$ cat config.mk
export PLATFORM = sky130hd
export DESIGN_NAME = wb_bus_arbiter
export DESIGN_NICKNAME = d
export VERILOG_FILES = /design/src/rtl/wb_bus_arbiter_pkg.sv /design/src/rtl/wb_rr_picker.sv /design/src/rtl/wb_bus_arbiter.sv
export SDC_FILE = /design/constraint.sdc
export NUM_CORES = 1
export LEC_CHECK = 0
export ABC_CLOCK_PERIOD_IN_PS = 3450
export CORE_ASPECT_RATIO = 0.5
export CORE_MARGIN = 10
export CORE_UTILIZATION = 30
export CTS_CLUSTER_SIZE = 40
export DETAILED_ROUTE_END_ITERATION = 8
export GPL_ROUTABILITY_DRIVEN = 0
export PLACE_DENSITY = 0.83
export SLEW_MARGIN = 20
export SYNTH_ARGS = -nofsm -noshare
export SYNTH_HDL_FRONTEND = slang
export SYNTH_SLANG_ARGS = --single-unit
$ cat constraint.sdc
create_clock -name wb_clock_i -period 3.45 [get_ports wb_clock_i]
set_input_delay 0.345 -clock wb_clock_i [delete_from_list [all_inputs] [get_ports wb_clock_i]]
set_output_delay 0.345 -clock wb_clock_i [all_outputs]
set_load 0.03 [all_outputs]
$ cat src/rtl/wb_bus_arbiter_pkg.sv
`default_nettype none
// ============================================================================
//  Module      : wb_bus_arbiter_pkg
//  Description : Shared constants, arbiter state type and a one-hot to index
//                helper for the Wishbone bus arbiter.
//  Optional    : WB_ARB_TIMEOUT_EN (consumed by wb_bus_arbiter)
//  Revision    : 1.0 - initial release
// ============================================================================
package wb_bus_arbiter_pkg;

  localparam int WB_ARB_MAX_CTL = 8;

  // Controller index assignment on the shared bus
  localparam int WB_CTL_VIDEO = 0;
  localparam int WB_CTL_SPI   = 1;
  localparam int WB_CTL_CPU   = 2;

  typedef enum logic [0:0] {
    ARB_IDLE  = 1'b0,
    ARB_GRANT = 1'b1
  } arb_state_t;

  // Index of the highest set bit; callers pass a one-hot (or zero) vector.
  function automatic int onehot_to_idx(input logic [WB_ARB_MAX_CTL-1:0] oh);
    int idx;
    idx = 0;
    for (int k = 0; k < WB_ARB_MAX_CTL; k++) begin
      if (oh[k]) idx = k;
    end
    return idx;
  endfunction

endpackage : wb_bus_arbiter_pkg
`default_nettype wire

$ cat src/rtl/wb_rr_picker.sv
`default_nettype none
// ============================================================================
//  Module      : wb_rr_picker
//  Description : Combinational round-robin picker. Scans the request vector
//                starting one past the last granted index, wrapping modulo
//                NUM_CTL, and returns the first requester as a one-hot vector.
//  Ports       : req    - request vector (one bit per controller)
//                last   - index of the previously granted controller
//                winner - one-hot winner, all zero when nobody requests
//                valid  - at least one request present
//  Revision    : 1.0 - initial release
// ============================================================================
module wb_rr_picker #(
  parameter int NUM_CTL = 3,
  parameter int IDX_W   = $clog2(NUM_CTL)
) (
  input  logic [NUM_CTL-1:0] req,
  input  logic [IDX_W-1:0]   last,
  output logic [NUM_CTL-1:0] winner,
  output logic               valid
);

  logic [IDX_W-1:0] pos;

  // The scan ends at offset NUM_CTL, so the last-granted controller itself
  // has the lowest priority on the following arbitration.
  always_comb begin
    winner = '0;
    valid  = 1'b0;
    pos    = '0;
    for (int off = 1; off <= NUM_CTL; off++) begin
      pos = IDX_W'((int'(last) + off) % NUM_CTL);
      if (!valid && req[pos]) begin
        winner[pos] = 1'b1;
        valid       = 1'b1;
      end
    end
  end

endmodule : wb_rr_picker
`default_nettype wire

$ cat src/rtl/wb_bus_arbiter.sv
`default_nettype none
// ============================================================================
//  Module      : wb_bus_arbiter
//  Description : Round-robin arbiter sharing one pipelined Wishbone B4 bus
//                between NUM_CTL controllers (0 = video fetch). One grant per
//                bus cycle, one dead clock between grants.
//  Optional    : define WB_ARB_TIMEOUT_EN to enable the ack timeout abort
//                (TIMEOUT clocks of wb_cycle_o without ack).
//  Ports       : wb_clock_i, reset_i (async, active high)
//                ctl_*_i / ctl_*_o - controller-side CYC/STB/WE/ADR/DAT,
//                                    STALL/ACK per controller, read data
//                                    broadcast
//                wb_*_o / wb_*_i   - downstream bus
//                grant_o           - one-hot current grant
//                timeout_o         - sticky abort flag
//  Revision    : 1.0 - initial release
// ============================================================================
module wb_bus_arbiter
  import wb_bus_arbiter_pkg::*;
#(
  parameter int NUM_CTL       = 3,
  parameter int TIMEOUT       = 255,
  parameter int WB_ADDR_WIDTH = 16,
  parameter int DATA_WIDTH    = 8
) (
  input  logic                             wb_clock_i,
  input  logic                             reset_i,
  input  logic [NUM_CTL-1:0]               ctl_cycle_i,
  input  logic [NUM_CTL-1:0]               ctl_strobe_i,
  input  logic [NUM_CTL-1:0]               ctl_we_i,
  input  logic [NUM_CTL*WB_ADDR_WIDTH-1:0] ctl_addr_i,
  input  logic [NUM_CTL*DATA_WIDTH-1:0]    ctl_data_i,
  output logic [DATA_WIDTH-1:0]            ctl_data_o,
  output logic [NUM_CTL-1:0]               ctl_stall_o,
  output logic [NUM_CTL-1:0]               ctl_ack_o,
  output logic [WB_ADDR_WIDTH-1:0]         wb_addr_o,
  output logic [DATA_WIDTH-1:0]            wb_data_o,
  output logic                             wb_we_o,
  output logic                             wb_cycle_o,
  output logic                             wb_strobe_o,
  input  logic                             wb_stall_i,
  input  logic                             wb_ack_i,
  input  logic [DATA_WIDTH-1:0]            wb_data_i,
  output logic [NUM_CTL-1:0]               grant_o,
  output logic                             timeout_o
);

  localparam int IDX_W = $clog2(NUM_CTL);

  arb_state_t         state;
  logic [IDX_W-1:0]   last;
  logic [NUM_CTL-1:0] pick_oh;
  logic               pick_valid;
  logic [IDX_W-1:0]   pick_idx;
  logic [IDX_W-1:0]   sel;
  logic               granted;
  logic               sel_cyc;
  logic               bus_live;
  logic               to_hit;

  wb_rr_picker #(
    .NUM_CTL (NUM_CTL),
    .IDX_W   (IDX_W)
  ) u_picker (
    .req    (ctl_cycle_i),
    .last   (last),
    .winner (pick_oh),
    .valid  (pick_valid)
  );

  assign pick_idx = IDX_W'(onehot_to_idx(WB_ARB_MAX_CTL'(pick_oh)));

  // While idle the mux points at controller 0; STB is low so it is harmless.
  assign granted = (state == ARB_GRANT);
  assign sel     = granted ? last : '0;
  assign sel_cyc = ctl_cycle_i[sel];

  // --------------------------------------------------------------------------
  // Arbitration FSM. The grant register is asynchronously reset, so all bus
  // outputs derived from it collapse as soon as reset_i rises.
  // --------------------------------------------------------------------------
  always_ff @(posedge wb_clock_i or posedge reset_i) begin
    if (reset_i) begin
      state   <= ARB_IDLE;
      last    <= IDX_W'(NUM_CTL - 1);
      grant_o <= '0;
    end else begin
      case (state)
        ARB_IDLE: begin
          if (pick_valid) begin
            state   <= ARB_GRANT;
            last    <= pick_idx;
            grant_o <= pick_oh;
          end
        end
        ARB_GRANT: begin
          // Release as soon as the owner drops CYC, even with a strobe
          // still unacked; any late ack is then not routed to anybody.
          if (!sel_cyc) begin
            state   <= ARB_IDLE;
            grant_o <= '0;
          end
        end
        default: begin
          state   <= ARB_IDLE;
          grant_o <= '0;
        end
      endcase
    end
  end

`ifdef WB_ARB_TIMEOUT_EN
  localparam int CNT_W = ($clog2(TIMEOUT + 1) > 8) ? $clog2(TIMEOUT + 1) : 8;

  logic [CNT_W-1:0] to_cnt;
  logic             aborted;
  logic             to_flag;

  // Once the abort fires the bus stays released until the owner drops CYC.
  assign bus_live  = granted && !aborted;
  assign to_hit    = bus_live && (to_cnt == CNT_W'(TIMEOUT));
  assign timeout_o = to_flag;

  always_ff @(posedge wb_clock_i or posedge reset_i) begin
    if (reset_i) begin
      to_cnt  <= '0;
      aborted <= 1'b0;
      to_flag <= 1'b0;
    end else begin
      if (!granted || (wb_ack_i && wb_cycle_o)) begin
        to_cnt <= '0;
      end else if (wb_cycle_o) begin
        to_cnt <= to_cnt + 1'b1;
      end

      if (!granted) begin
        aborted <= 1'b0;
      end else if (to_hit) begin
        aborted <= 1'b1;
      end

      if (to_hit) begin
        to_flag <= 1'b1;
      end
    end
  end
`else
  localparam int unused_timeout = TIMEOUT;

  assign bus_live  = granted;
  assign to_hit    = 1'b0;
  assign timeout_o = 1'b0;
`endif

  // --------------------------------------------------------------------------
  // Downstream muxing from the registered grant
  // --------------------------------------------------------------------------
  assign wb_cycle_o  = bus_live && sel_cyc && !to_hit;
  assign wb_strobe_o = wb_cycle_o && ctl_strobe_i[sel];
  assign wb_we_o     = wb_cycle_o && ctl_we_i[sel];
  assign wb_addr_o   = ctl_addr_i[sel*WB_ADDR_WIDTH +: WB_ADDR_WIDTH];
  assign wb_data_o   = ctl_data_i[sel*DATA_WIDTH +: DATA_WIDTH];

  // An aborted cycle returns all-ones data alongside its forced ack.
  assign ctl_data_o  = to_hit ? {DATA_WIDTH{1'b1}} : wb_data_i;

  // --------------------------------------------------------------------------
  // Upstream stall/ack routing: only the owner sees the bus, everyone else
  // is stalled.
  // --------------------------------------------------------------------------
  always_comb begin
    ctl_stall_o = '1;
    ctl_ack_o   = '0;
    if (granted) begin
      ctl_stall_o[sel] = bus_live ? wb_stall_i : 1'b1;
      ctl_ack_o[sel]   = to_hit || (bus_live && sel_cyc && wb_ack_i);
    end
  end

endmodule : wb_bus_arbiter
`default_nettype wire

==> impl_metrics.csv, run 1 <==
group,metric,value,unit
run_status,outcome,"finished clean",
logic_synthesis,yosys_most_used_dff,"dfrtp_1",
sta,maxClockFrequency,0.352,GHz
sta,final-setup-viol-count,0,
grt,grt_use_total,0.154,
worst_setup_path,cp_num_buf_inv,4,
sta,rsz0062_at_grt,"no",
clock_network,cts.clk_slew.worst_paths,0.04,ns
floorplanning,dieArea,7770,µm²
logic_synthesis,synth_area_per_cell,6.71,µm²
grt,grt_max_degree,31,
power_and_ir_drop,irDropWorstVdd,0.000398,V
clock_network,clkLatencyLatePin,0.22,ns
drt,wire_per_inst,18.6,µm
drt,drt_first_iter_violations,165,
sta,final_max_slew_viol_count,0,
place,dp.cells,356,
logic_synthesis,async_flop_share,1.00,
worst_setup_path,crit_path_cell_trace,"clkdlybuf4s50_1 > mux2i_1 > nor2_1 > o21ai_0 > buf_4 > inv_1 > nand2_1 > nor4_1 > clkdlybuf4s50_1",
place,dp_hpwl,5.39,mm
layout,diodes,0,
sta,hold_ws,0.338,ns
floorplanning,fp.dieW,115,µm
grt,grt-ovfl-total,0,
layout,synthToLayoutAreaGrowth,84.5,%
layout,fillers,411,
clock_network,hold_buffers,0,
worst_setup_path,critPathArrivalTime,2.49,ns
drt,finalWirelength,6.70,mm
worst_setup_path,crit_path_start_kind,"primary input",
power_and_ir_drop,clkPwrFrac,0.057,
clock_network,cts-buffers-inserted,3,
layout,final_nets,401,
sta,finalSetupTns,0,ns
clock_network,cts_root_buffer,"clkbuf_8",
logic_synthesis,syn_nets,299,
sta,tightestPinTransition,0.722,ns
worst_setup_path,max_stage_delay,0.72,ns
logic_synthesis,ys_seq_area_frac,0.112,
clock_network,post_cts_buffers,0,
drt,via_count,1928,
drt,firstDrtPassIters,4,
logic_synthesis,yosysUniqueCellTypes,36,
clock_network,cts_resized,0,
worst_setup_path,crit_family,"buffers and inverters",
logic_synthesis,synth_top_area_cell,"a221o_1",
logic_synthesis,postSynthCellCount,202,
power_and_ir_drop,comb_power_share,0.867,
worst_setup_path,crit_fanout,9,
layout,final_cells,360,
logic_synthesis,ys_top_cells_by_area,"a221o_1 13%, dfrtp_1 9.2%, a22oi_1 7.7%, a21oi_1 7.4%, nand3_1 7.4%",
sta,fin_skew,0.00237,ns
floorplanning,initial_core_util,0.310,
worst_setup_path,cp.required,3.11,ns
grt,grt_antenna_before_repair,0,
run,maxCapViolations,0,
floorplanning,core,4380,µm²
drt,vias_per_cell,5.36,
power_and_ir_drop,p_switching,1.07,mW
sta,hold_viol,0,
sta,period_needed,2.84,ns
floorplanning,boundaryPins,138,
power_and_ir_drop,seqPwrFrac,0.075,
layout,layout-drive-gt1-share,0.135,
clock_network,cts_max_path_buffers,2,
logic_synthesis,synth-seq-cells,6,
logic_synthesis,synth_edf_count,0,
logic_synthesis,synth_common_cells,"25 x nand2_1, 20 x a21oi_1, 20 x nand3_1",
grt,grt_pass1_wl,9.84,mm
drt,drtAntennaViolNets,0,
worst_hold_path,hold_path_class,"in -> async",
clock_network,cts_tree,"done",
clock_network,cts_sinks,6,
clock_network,h-tree-depth,1,
logic_synthesis,synth_most_common_cell,"nand2_1",
power_and_ir_drop,internal-power,853,µW
place,port_buffers,120,
worst_setup_path,crit_type,"in -> out",
sta,final.period_utilization,0.822,
logic_synthesis,synth_top_area_frac,0.133,
power_and_ir_drop,p_sw_frac,0.558,
layout,design_area,2500,µm²
drt,drc_errors,0,
layout,post-route-util,0.571,
grt,grt_pass1_vias,1841,
worst_setup_path,slowest_stage,"clkdlybuf4s50_1",
place,placed_cell_area,2460,µm²
power_and_ir_drop,leakagePower,1.03,nW
floorplanning,num_rows,17,
power_and_ir_drop,power_per_cell_area,771,nW/µm²
logic_synthesis,syn_area,1360,µm²
logic_synthesis,yosysWarnings,0,
worst_setup_path,endpoint_kind,"primary output",
sta,relSlewSlack,0.516,
floorplanning,die_h,67.5,µm
worst_setup_path,crit_path_frequent_cell,"clkdlybuf4s50_1",
-- final timing paths --
check / start / end / slack [ns] / cells after the start
worst max-delay path: ctl_cycle_i[2] / ctl_ack_o[2] / 0.61 / 9
max in group asynchronous: reset_i / last[1] / 2.86 / 2
worst max register to register: last[0] / grant_o[2] / 0.76 / 7
worst min-delay path: reset_i / last[0] / 0.34 / 2
min in group wb_clock_i: grant_o[1] / grant_o[1] / 0.49 / 1
worst min register to register: grant_o[1] / grant_o[1] / 0.49 / 1
-- cell type report --
cell class                      count  area (µm²)  area share
Clock buffer                        4        45.0      0.0180
Inverter                            5        18.8     0.00750
Multi-Input combinational cell    161        1030       0.412
Sequential cell                     6         151      0.0605
Tap cell                           57        71.3      0.0285
Timing Repair Buffer              127        1190       0.474
-- cells in the final DEF, fill, tap and decap left out, types with 7 or more instances in the layout --
cell              n
a21oi_1          20
a221o_1          18
a22oi_1          14
buf_4            34
clkdlybuf4s50_1  93
mux2i_1           7
nand2_1          25
nand3_1          20
nor2_1           12
o21ai_0          13
-- cells by family after synthesis --
| kind of cell | after synthesis | share of synthesized area |
|---|---|---|
| flops | 6 | 0.112 |
| buf+inv | 35 | 0.129 |
| mux | 7 | 0.0517 |
| simple gates | 72 | 0.256 |
| other cells | 1 | 0.00276 |
| compound gates | 77 | 0.411 |
| fa+ha+maj | 4 | 0.0369 |
-- registers in the layout, summed over array words and instances, names as in the netlist --
| register | cells |
|---|---|
| bus_live | 1 |
| last | 2 |
| grant_o | 3 |
-- through the flow --
stage / power (mW) / setup slack [ns]
5_1_grt: 2.07 / 0.444
3_5_place_dp: 1.81 / 0.619
4_1_cts: 1.94 / 0.618
2_1_floorplan: 1.25 / 0.815
6_report: 1.93 / 0.613
3_3_place_gp: 1.79 / 0.656
-- power by group through the flow --
stage	clock [mW]	combinational [mW]	sequential [mW]
floorplan	0	1.10	0.150
global placement	0	1.65	0.145
detailed placement	0	1.67	0.147
CTS	0.114	1.68	0.146
global route	0.123	1.79	0.155
finish	0.111	1.67	0.145
-- metal layers --
metal / vias to the layer above / GRT usage / share of wire
met2: 63 / 0.287 / 0.56
met4: 0 / 0.0230 / 0.010
met3: 8 / 0.0336 / 0.056
li1: 959 / - / -
met1: 898 / 0.181 / 0.38
met5: - / 0 / 0
Power figures use the tool's default switching activity.
==> run 2: changes to the inputs <==
--- a/config.mk
+++ b/config.mk
@@ -5,14 +5,14 @@
 export SDC_FILE = /design/constraint.sdc
 export NUM_CORES = 1
 export LEC_CHECK = 0
-export ABC_CLOCK_PERIOD_IN_PS = 3450
+export ABC_CLOCK_PERIOD_IN_PS = 2300
 export CORE_ASPECT_RATIO = 0.5
 export CORE_MARGIN = 10
-export CORE_UTILIZATION = 30
+export CORE_UTILIZATION = 27
 export CTS_CLUSTER_SIZE = 40
 export DETAILED_ROUTE_END_ITERATION = 8
 export GPL_ROUTABILITY_DRIVEN = 0
-export PLACE_DENSITY = 0.83
+export PLACE_DENSITY = 0.79
 export SLEW_MARGIN = 20
 export SYNTH_ARGS = -nofsm -noshare
 export SYNTH_HDL_FRONTEND = slang
==> constraint.sdc (replaced) <==
create_clock -name wb_clock_i -period 2.3 [get_ports wb_clock_i]
set_input_delay 0.23 -clock wb_clock_i [delete_from_list [all_inputs] [get_ports wb_clock_i]]
set_output_delay 0.23 -clock wb_clock_i [all_outputs]
set_load 0.03 [all_outputs]
==> run 2 against run 1 <==
Register-to-register slack lost 0.64 ns. Largest cell class unchanged. Critical path depth shrank 4. Die area grew 8.4%. First-iteration DRC count shrank 15%. Non-clock buffer count grew 7. Cell count grew 5.6%. Worst hold slack lost 0.12 ns. Sequential power grew 39%. Critical endpoint is now grant_o[2]. Clock skew grew 0.0072 ns. Routed wire length grew 1.7%.
==> impl_metrics.csv, run 2 (synthesis gave the netlist of run 1 again) <==
group,metric,value,unit
sta,fin_skew,0.00955,ns
worst_setup_path,endpoint_kind,"flip-flop",
drt,drtAntennaViolNets,0,
worst_setup_path,r2r_end,"grant_o[2]",
sta,maxClockFrequency,0.459,GHz
run_status,outcome,"finished clean",
power_and_ir_drop,leakagePower,1.08,nW
place,port_buffers,120,
grt,grt_antenna_before_repair,0,
drt,finalWirelength,6.81,mm
grt,grt_pass1_vias,2004,
sta,final-setup-viol-count,0,
layout,diodes,0,
layout,largest_register,"grant_o",
sta,final_max_slew_viol_count,0,
place,dp_hpwl,5.63,mm
clock_network,cts_sinks,6,
power_and_ir_drop,power_per_cell_area,1150,nW/µm²
power_and_ir_drop,comb_power_share,0.877,
worst_setup_path,worstSetupStartpoint,"last[1]",
clock_network,cts_tree,"done",
drt,via_count,1981,
grt,grt_use_total,0.148,
clock_network,hold_buffers,0,
clock_network,h-tree-depth,1,
worst_setup_path,r2r_cells,5,
floorplanning,boundaryPins,138,
floorplanning,dieArea,8430,µm²
clock_network,cts-buffers-inserted,3,
power_and_ir_drop,p_switching,1.64,mW
power_and_ir_drop,irDropWorstVdd,0.000453,V
floorplanning,num_rows,18,
floorplanning,initial_core_util,0.278,
layout,design_area,2590,µm²
floorplanning,die_h,70.1,µm
floorplanning,fp.dieW,120,µm
sta,finalSetupTns,0,ns
layout,largest_reg_flops,3,
floorplanning,core,4890,µm²
layout,final_nets,408,
worst_setup_path,crit_path_start_kind,"flip-flop",
worst_setup_path,critPathArrivalTime,2.34,ns
sta,final.period_utilization,0.948,
worst_setup_path,crit_end,"grant_o[2]",
drt,drc_errors,0,
worst_setup_path,cp.required,2.46,ns
grt,grt_max_degree,29,
worst_setup_path,crit_fanout,9,
drt,firstDrtPassIters,5,
clock_network,cts_root_buffer,"clkbuf_8",
grt,grt-ovfl-total,0,
worst_hold_path,hold_path_class,"in -> async",
drt,drt_first_iter_violations,140,
power_and_ir_drop,internal-power,1.35,mW
power_and_ir_drop,seqPwrFrac,0.068,
sta,period_needed,2.18,ns
layout,layout_commonest_cell,"clkdlybuf4s50_1",
worst_setup_path,r2r_start,"last[1]",
layout,layout-drive-gt1-share,0.177,
layout,mostFrequentLayoutCells,"89 x clkdlybuf4s50_1, 42 x buf_4, 25 x nand2_1",
power_and_ir_drop,clkPwrFrac,0.056,
worst_setup_path,worst-r2r-setup-slack,0.12,ns
sta,hold_ws,0.218,ns
place,placed_cell_area,2530,µm²
layout,fillers,480,
sta,rsz0062_at_grt,"no",
power_and_ir_drop,p_sw_frac,0.550,
clock_network,clkLatencyLatePin,0.23,ns
clock_network,cts.clk_slew.worst_paths,0.04,ns
grt,grt_pass1_wl,10.6,mm
layout,synthToLayoutAreaGrowth,90.8,%
drt,wire_per_inst,17.9,µm
sta,hold_viol,0,
drt,vias_per_cell,5.21,
run,maxCapViolations,0,
worst_setup_path,crit_type,"reg -> reg",
clock_network,cts_max_path_buffers,2,
[run 2: changes by cell type in the layout (fill, tap and decap cells not counted), sizes merged]
| cell | delta |
|---|---|
| clkdlybuf4s50 | -4 |
| buf | +10 |
| dlymetal6s2s | +1 |
[run 2: how the worst min path moves through the flow]
| stage | from | endpoint | slack, ns | cells after the start |
|---|---|---|---|---|
| final | reset_i | grant_o[0] | 0.22 | 2 |
| after global routing | reset_i | grant_o[0] | 0.25 | 2 |
| after CTS | reset_i | grant_o[0] | 0.22 | 2 |
| after detailed placement | reset_i | grant_o[0] | 0.46 | 2 |
| after global placement | reset_i | grant_o[0] | 0.46 | 2 |
| after floorplan | reset_i | bus_live | 0.02 | 1 |
[run 2: worst max-delay path, stage by stage, from the launching register on]
cell and delay (ns):
dfstp_2 0.62, ha_2 0.36, o211a_1 0.24, or4_4 0.55, o21ai_2 0.19, a22o_1 0.16
[run 2: timing repair]
item / CTS / global route
setup buffers: 0 / 0
resized for setup: 0 / 5
endpoints found under the setup margin: 0 / 10
[run 2: routing by layer]
layer,wire [µm],track usage,vias to the layer above
li1,-,-,971
met1,2560,0.163,932
met2,3810,0.293,70
met3,358,0.0265,8
met4,83,0.0226,0
met5,0,0,-
[run 2: layout make-up]
cell class / count / area, µm² / share of cell area
Tap cell: 70 / 87.6 / 0.0338
Timing Repair Buffer: 134 / 1240 / 0.480
Sequential cell: 6 / 151 / 0.0585
Multi-Input combinational cell: 161 / 1040 / 0.403
Clock buffer: 4 / 45.0 / 0.0174
Inverter: 5 / 18.8 / 0.00725
[run 2: power groups by stage]
stage          combinational, mW  sequential (mW)  clock, mW
6_report                    2.62            0.202      0.166
5_1_grt                     2.81            0.208      0.175
4_1_cts                     2.62            0.201      0.169
3_5_place_dp                2.61            0.202          0
3_3_place_gp                2.58            0.199          0
2_1_floorplan               1.69            0.226          0
[run 2: stage by stage]
step / std cells / utilization / setup slack (ns) / power [mW]
finish: 380 / 0.529 / 0.120 / 2.99
global placement: 376 / 0.517 / 0.169 / 2.78
floorplan: 202 / - / 0.00102 / 1.92
detailed placement: 376 / 0.517 / 0.0894 / 2.81
CTS: 380 / 0.527 / 0.0244 / 2.99
global route: 380 / 0.529 / 0.0215 / 3.20
